## src/rtl/gate_bist_pkg.sv

```systemverilog
// Shared types for the gate BIST checker: gate opcodes, FSM states and the
// reference truth function used to judge the sampled gate output.
package gate_bist_pkg;

    typedef enum logic [1:0] {
        OP_AND  = 2'b00,
        OP_OR   = 2'b01,
        OP_XOR  = 2'b10,
        OP_NAND = 2'b11
    } op_e;

    typedef enum logic [1:0] {
        ST_IDLE   = 2'b00,
        ST_DRIVE  = 2'b01,
        ST_SAMPLE = 2'b10,
        ST_DONE   = 2'b11
    } state_e;

    function automatic logic expected_y(input op_e op, input logic a, input logic b);
        logic r;
        case (op)
            OP_AND:  r = a & b;
            OP_OR:   r = a | b;
            OP_XOR:  r = a ^ b;
            default: r = ~(a & b);
        endcase
        return r;
    endfunction

endpackage

```

## src/rtl/gate_bist_seq.sv

```systemverilog
// Pattern sequencer for the gate BIST checker: pattern index, remaining-pass
// count and settle timer, all steered by the FSM in the top module.
module gate_bist_seq
    import gate_bist_pkg::*;
#(
    parameter int SETTLE_CYCLES = 1,
    parameter int REPEAT        = 1
) (
    input  logic       clk,
    input  logic       rst,
    input  logic       load,
    input  logic       step,
    input  logic       tick,
    output logic [1:0] idx,
    output logic       settle_tc,
    output logic       last_pat
);

    localparam int SW = (SETTLE_CYCLES > 1) ? $clog2(SETTLE_CYCLES) : 1;
    localparam int PW = (REPEAT > 1) ? $clog2(REPEAT) : 1;
    localparam logic [SW-1:0] SETTLE_LOAD = SW'(SETTLE_CYCLES - 1);
    localparam logic [PW-1:0] PASS_LOAD   = PW'(REPEAT - 1);

    logic [SW-1:0] settle_q;
    logic [PW-1:0] pass_q;

    // Both timers count down and finish at zero, so terminal count is a simple compare.
    always_ff @(posedge clk) begin
        if (rst) begin
            idx      <= 2'b00;
            pass_q   <= '0;
            settle_q <= '0;
        end else if (load) begin
            idx      <= 2'b00;
            pass_q   <= PASS_LOAD;
            settle_q <= SETTLE_LOAD;
        end else if (step) begin
            idx      <= idx + 2'd1;
            settle_q <= SETTLE_LOAD;
            if (idx == 2'b11) begin
                pass_q <= pass_q - PW'(1);
            end
        end else if (tick && settle_q != '0) begin
            settle_q <= settle_q - SW'(1);
        end
    end

    assign settle_tc = (settle_q == '0);
    assign last_pat  = (idx == 2'b11) && (pass_q == '0);

endmodule

```

## config.mk

```make
export PLATFORM = sky130hd
export DESIGN_NAME = gate_bist_seq
export DESIGN_NICKNAME = d
export VERILOG_FILES = /design/src/rtl/gate_bist_pkg.sv /design/src/rtl/gate_bist_seq.sv
export SDC_FILE = /design/constraint.sdc
export NUM_CORES = 1
export LEC_CHECK = 0
export ABC_AREA = 1
export CAP_MARGIN = 5
export CORE_AREA = 3 3 40 42
export CTS_CLUSTER_DIAMETER = 30
export DETAILED_ROUTE_END_ITERATION = 12
export DIE_AREA = 0 0 43 45
export GPL_ROUTABILITY_DRIVEN = 0
export GPL_TIMING_DRIVEN = 1
export PLACE_DENSITY = 0.4
export SLEW_MARGIN = 20
export SYNTH_ARGS = -nofsm -noshare
export SYNTH_HDL_FRONTEND = slang
export SYNTH_SLANG_ARGS = --single-unit
```

## constraint.sdc

```tcl
create_clock -name clk -period 1.52 [get_ports clk]
set_input_delay 0.304 -clock clk [delete_from_list [all_inputs] [get_ports clk]]
set_output_delay 0.304 -clock clk [all_outputs]
set_load 0.005 [all_outputs]
```

**Word level (Yosys, flattened, before mapping)**

Cells that the tools add are included.

- Bitwise operators: 2
- Eq/ne operators: 1
- Add/sub/neg operators: 3
- Reduce and logical (&&, ||, !) cells: 5

Operators by type and width:

| cell | number |
|---|---|
| $reduce_or A3 Y1 | 1 |
| $add A2 B1 Y2 const B | 1 |
| $eq A2 B2 Y1 const B | 1 |
| $logic_and A1 B1 Y1 | 2 |
| $not A1 Y1 | 2 |
| $reduce_and A2 Y1 | 1 |
| $reduce_or A2 Y1 | 1 |
| $sub A1 B1 Y1 const B | 2 |

- Word-level logic and storage cells: 14
- Register bits after elaboration: 4

**Logic depth before layout (Yosys ltp)**

Gate-level depths: netlist (run 1).

- Word-level depth: 2
- Mapped depth: 4
- Mapped depth without buffers: 4

**Least setup slack after synthesis (run 1)**

No wires, ideal clock.

- Path type: reg-to-output
- Start: register idx[0]
- End: output last_pat
- Data required time: 1.216 ns
- Stages on the path, launching flop included: 4
- Slack: 0.529 ns
- Data arrival time: 0.687 ns
- Cells stage by stage: dfxtp_1 -> ha_1 -> inv_1 -> nor2_1

- Word-level cells in the longest chain between the ends: 2

RTL lines:

| what | line | text |
|---|---|---|
| start: declaration | gate_bist_seq.sv:14 | `output logic [1:0] idx,` |
| start signal: assignment | gate_bist_seq.sv:38 | `idx <= idx + 2'd1;` |
| $eq A2 B2 Y1 | gate_bist_seq.sv:49 | `assign last_pat = (idx == 2'b11) && (pass_q == '0);` |
| $logic_and A1 B1 Y1 | gate_bist_seq.sv:49 |  |
| end: declaration | gate_bist_seq.sv:16 | `output logic last_pat` |

Every way passes these cells.

**Final worst setup path (run 1)**

- Start: register idx[0]
- End: output idx[0]

No word-level cell between the ends.

==> reports/metrics.cfg, run 1 <==
[outcome]
status=complete, no violations

[logic_synthesis]
synth-adder-area-share_pct=7.042
synth_xor_area_share_pct=0
avgSynthCellArea_um2=7.403
seq_area_frac_synth_pct=45.07
yosys.area_share.simple_pct=31.69
synth_mux_area_share_pct=0
syn-cell-area_um2=177.7
synth_fp_nets=30
yosys_warnings=0
synth.distinct_cells=10
synth-seq-cells=4
synth_top_family_by_area=simple AND/OR/NAND/NOR gates
synth_compound_area_share_pct=7.746
synthCells=24

[critical_path]
cp_top_family=buffers and inverters
worst_setup_path_end_kind=output pin
critPathMaxFanout=3
cpPeakStageDelay_ps=490
slowest_stage=clkdlybuf4s50_1
cp.required_ps=1220
cp-start-kind=register
critPathKind=register to output pin
cp_cell_sequence=buf_4 -> clkdlybuf4s50_1
worst-path-buf-inv=2
cp.arrival_ps=1160

[detailed_routing]
wl_met2_um=249
drtIter0Drc=3
top_layer=met4
post_drt_via_cell_ratio=3.577
post_drt_wl_per_cell_um=7.750
ant_nets=0
wl_met1_um=131
wl_met3_um=6
vias=186
drt_first_pass_iters=4
routed_wirelength_um=403
drc=0

[pwr]
clkPwrFrac_pct=50.1
pwr-share-seq_pct=39.8
internal_power_uw=213.4
p_switching_uw=59.44
combPwrFrac_pct=10.1
leakage_nw=0.1299
max-vdd-ir-drop_v=0.0001960
swShare_pct=21.79
p_per_area_nw_per_um2=858.5

[timing]
clock-skew-final_ps=6.601
slew_viol_final=0
fin_tns_setup_ps=0
fin_crit_sh_pct=96.29
finalSetupViolations=0
period_minus_slack_ps=1464
fmax_mhz=683.3
setup_slack_ps=56.41
rsz0062_at_grt=false
slew_headroom_pct=86.31
hold_viol=0
tightestPinTransition_ps=204.7

[placement]
dp_cells=48
dp_hpwl_um=329.5
portBuffers=8
pre_cts_ws_ps=58.48

[grt]
grt_pass1_vias=184
grt_max_degree=7
grt_overflow=0
grt_usage_pct=5.736
grt_pass1_wl_um=717
antenna_found_initial=0

[cells_and_area]
fillCellCount=147
area_delta_synth_final_pct=78.87
layout.nets=45
n_antenna_cell=0
final_util_pct=24.73
drive_gt1_share_pct=27.03
fin_cells=52

[clock_network]
clk_latency_ps=240
cts_inserted_buffers=3
cts_tree=yes
h-tree-depth=1
root_buffer=clkbuf_4
cts_buffer_depth=2
clock-sinks=4
clk_pin_slew_ps=40

[floorplanning]
core_um2=1285
dieArea_um2=1935
num_rows=13
die_h_um=45
start_util_pct=13.83
dieWidth_um=43
num_io_pins=9

[run]
maxCapViolCount=0

[hold_path]
hold_path_class=register to register

[logic make-up after synthesis]
| family | Yosys count |
|---|---|
| and+or+nand+nor | 13 |
| buffers and inverters | 4 |
| DFF | 4 |
| AOI/OAI and AO/OA | 2 |
| adders and majority gates | 1 |
[metrics by stage]
step                power, mW  cell area, um^2  hold slack [ps]
floorplan              0.1187            177.7            434.2
global placement       0.1375            284.0            447.2
detailed placement     0.1378            284.0            444.0
CTS                    0.2785            316.6            452.4
global route           0.2855            317.8            462.2
finish                 0.2728            317.8            449.4
[synthesized netlist by cell type]
| master | count | area share, % |
|---|---|---|
| nand3b_1 | 1 | 4.2 |
| nand2_1 | 5 | 11 |
| nand3_1 | 1 | 2.8 |
| nor2_1 | 5 | 11 |
| inv_1 | 4 | 8.4 |
| nor2_2 | 1 | 3.5 |
| ha_1 | 1 | 7.0 |
| dfxtp_1 | 4 | 45 |
| a21oi_1 | 1 | 2.8 |
| a21oi_2 | 1 | 4.9 |
[power groups by stage]
stage / logic (mW) / registers [mW] / clock network, mW
6_report: 0.0276 / 0.109 / 0.137
3_5_place_dp: 0.0278 / 0.110 / 0
3_3_place_gp: 0.0275 / 0.110 / 0
4_1_cts: 0.0280 / 0.108 / 0.142
2_1_floorplan: 0.00814 / 0.111 / 0
5_1_grt: 0.0309 / 0.109 / 0.146
[flip-flops by register name, indices dropped and copies added, names as in the netlist]
name	cells
pass_q	1
idx	2
settle_q	1
[timing repair]
item	4_1_cts	5_1_grt
resized for setup	3	1
pin swaps	1	0
endpoints found under the setup margin	1	1
hold buffers	0	0
setup buffers	1	0
cloned	0	0
[layer usage]
| layer | track usage (%) | up-vias |
|---|---|---|
| met4 | 9.036 | 0 |
| met2 | 9.281 | 5 |
| met3 | 2.390 | 2 |
| met5 | 0 | - |
| li1 | - | 99 |
| met1 | 4.077 | 80 |
[cell usage in the layout (no fill, tap or decap), drive strengths merged]
cell type	n
dlygate4sd2	1
dfxtp	4
inv	4
a21oi	2
nor2	6
clkdlybuf4s50	7
clkbuf	3
nand2	5
buf	2
nand3b	1
ha	1
nand3	1
[worst register-to-register path, delay by kind of cell, from the launching register on]
family / cells / cell delay [ps]
flops: 1 / 320
fa+ha+maj: 1 / 180
compound gates: 1 / 130
buf+inv: 1 / 130
simple gates: 1 / 60
[final timing paths]
check | from | end | slack [ps] | depth (start not counted)
setup reg to reg | idx[1]$_SDFFE_PP0P_ | pass_q$_SDFFE_PP0P_ | 610 | 4
hold / removal | settle_q$_SDFFE_PP0P_ | settle_q$_SDFFE_PP0P_ | 450 | 2
setup / recovery | idx[0]$_SDFFE_PP0P_ | idx[0] | 60 | 2
hold reg to reg | settle_q$_SDFFE_PP0P_ | settle_q$_SDFFE_PP0P_ | 450 | 2
[final cells by class]
type | count | area (um^2) | area share, %
sequential | 4 | 82.58 | 25.98
inverter | 4 | 15.01 | 4.724
clock buffer | 3 | 22.52 | 7.087
timing repair buffer | 10 | 93.84 | 29.53
multi-input combinational | 16 | 85.08 | 26.77
tap | 15 | 18.77 | 5.906
Power figures use the tool's default switching activity.
==> run 2: changes to the inputs <==
Settings changed: CTS_BUF_LIST from default to sky130_fd_sc_hd__clkbuf_2 sky130_fd_sc_hd__clkbuf_4 sky130_fd_sc_hd__clkbuf_8.
==> results of run 2 <==
No change in the layout: final DEF, timing and power equal those of run 1.
==> run 3: changes to the inputs <==
Settings changed: GPL_TIMING_DRIVEN 1 to default.
==> results of run 3 <==
No change in the layout: final DEF, timing and power equal those of run 1.
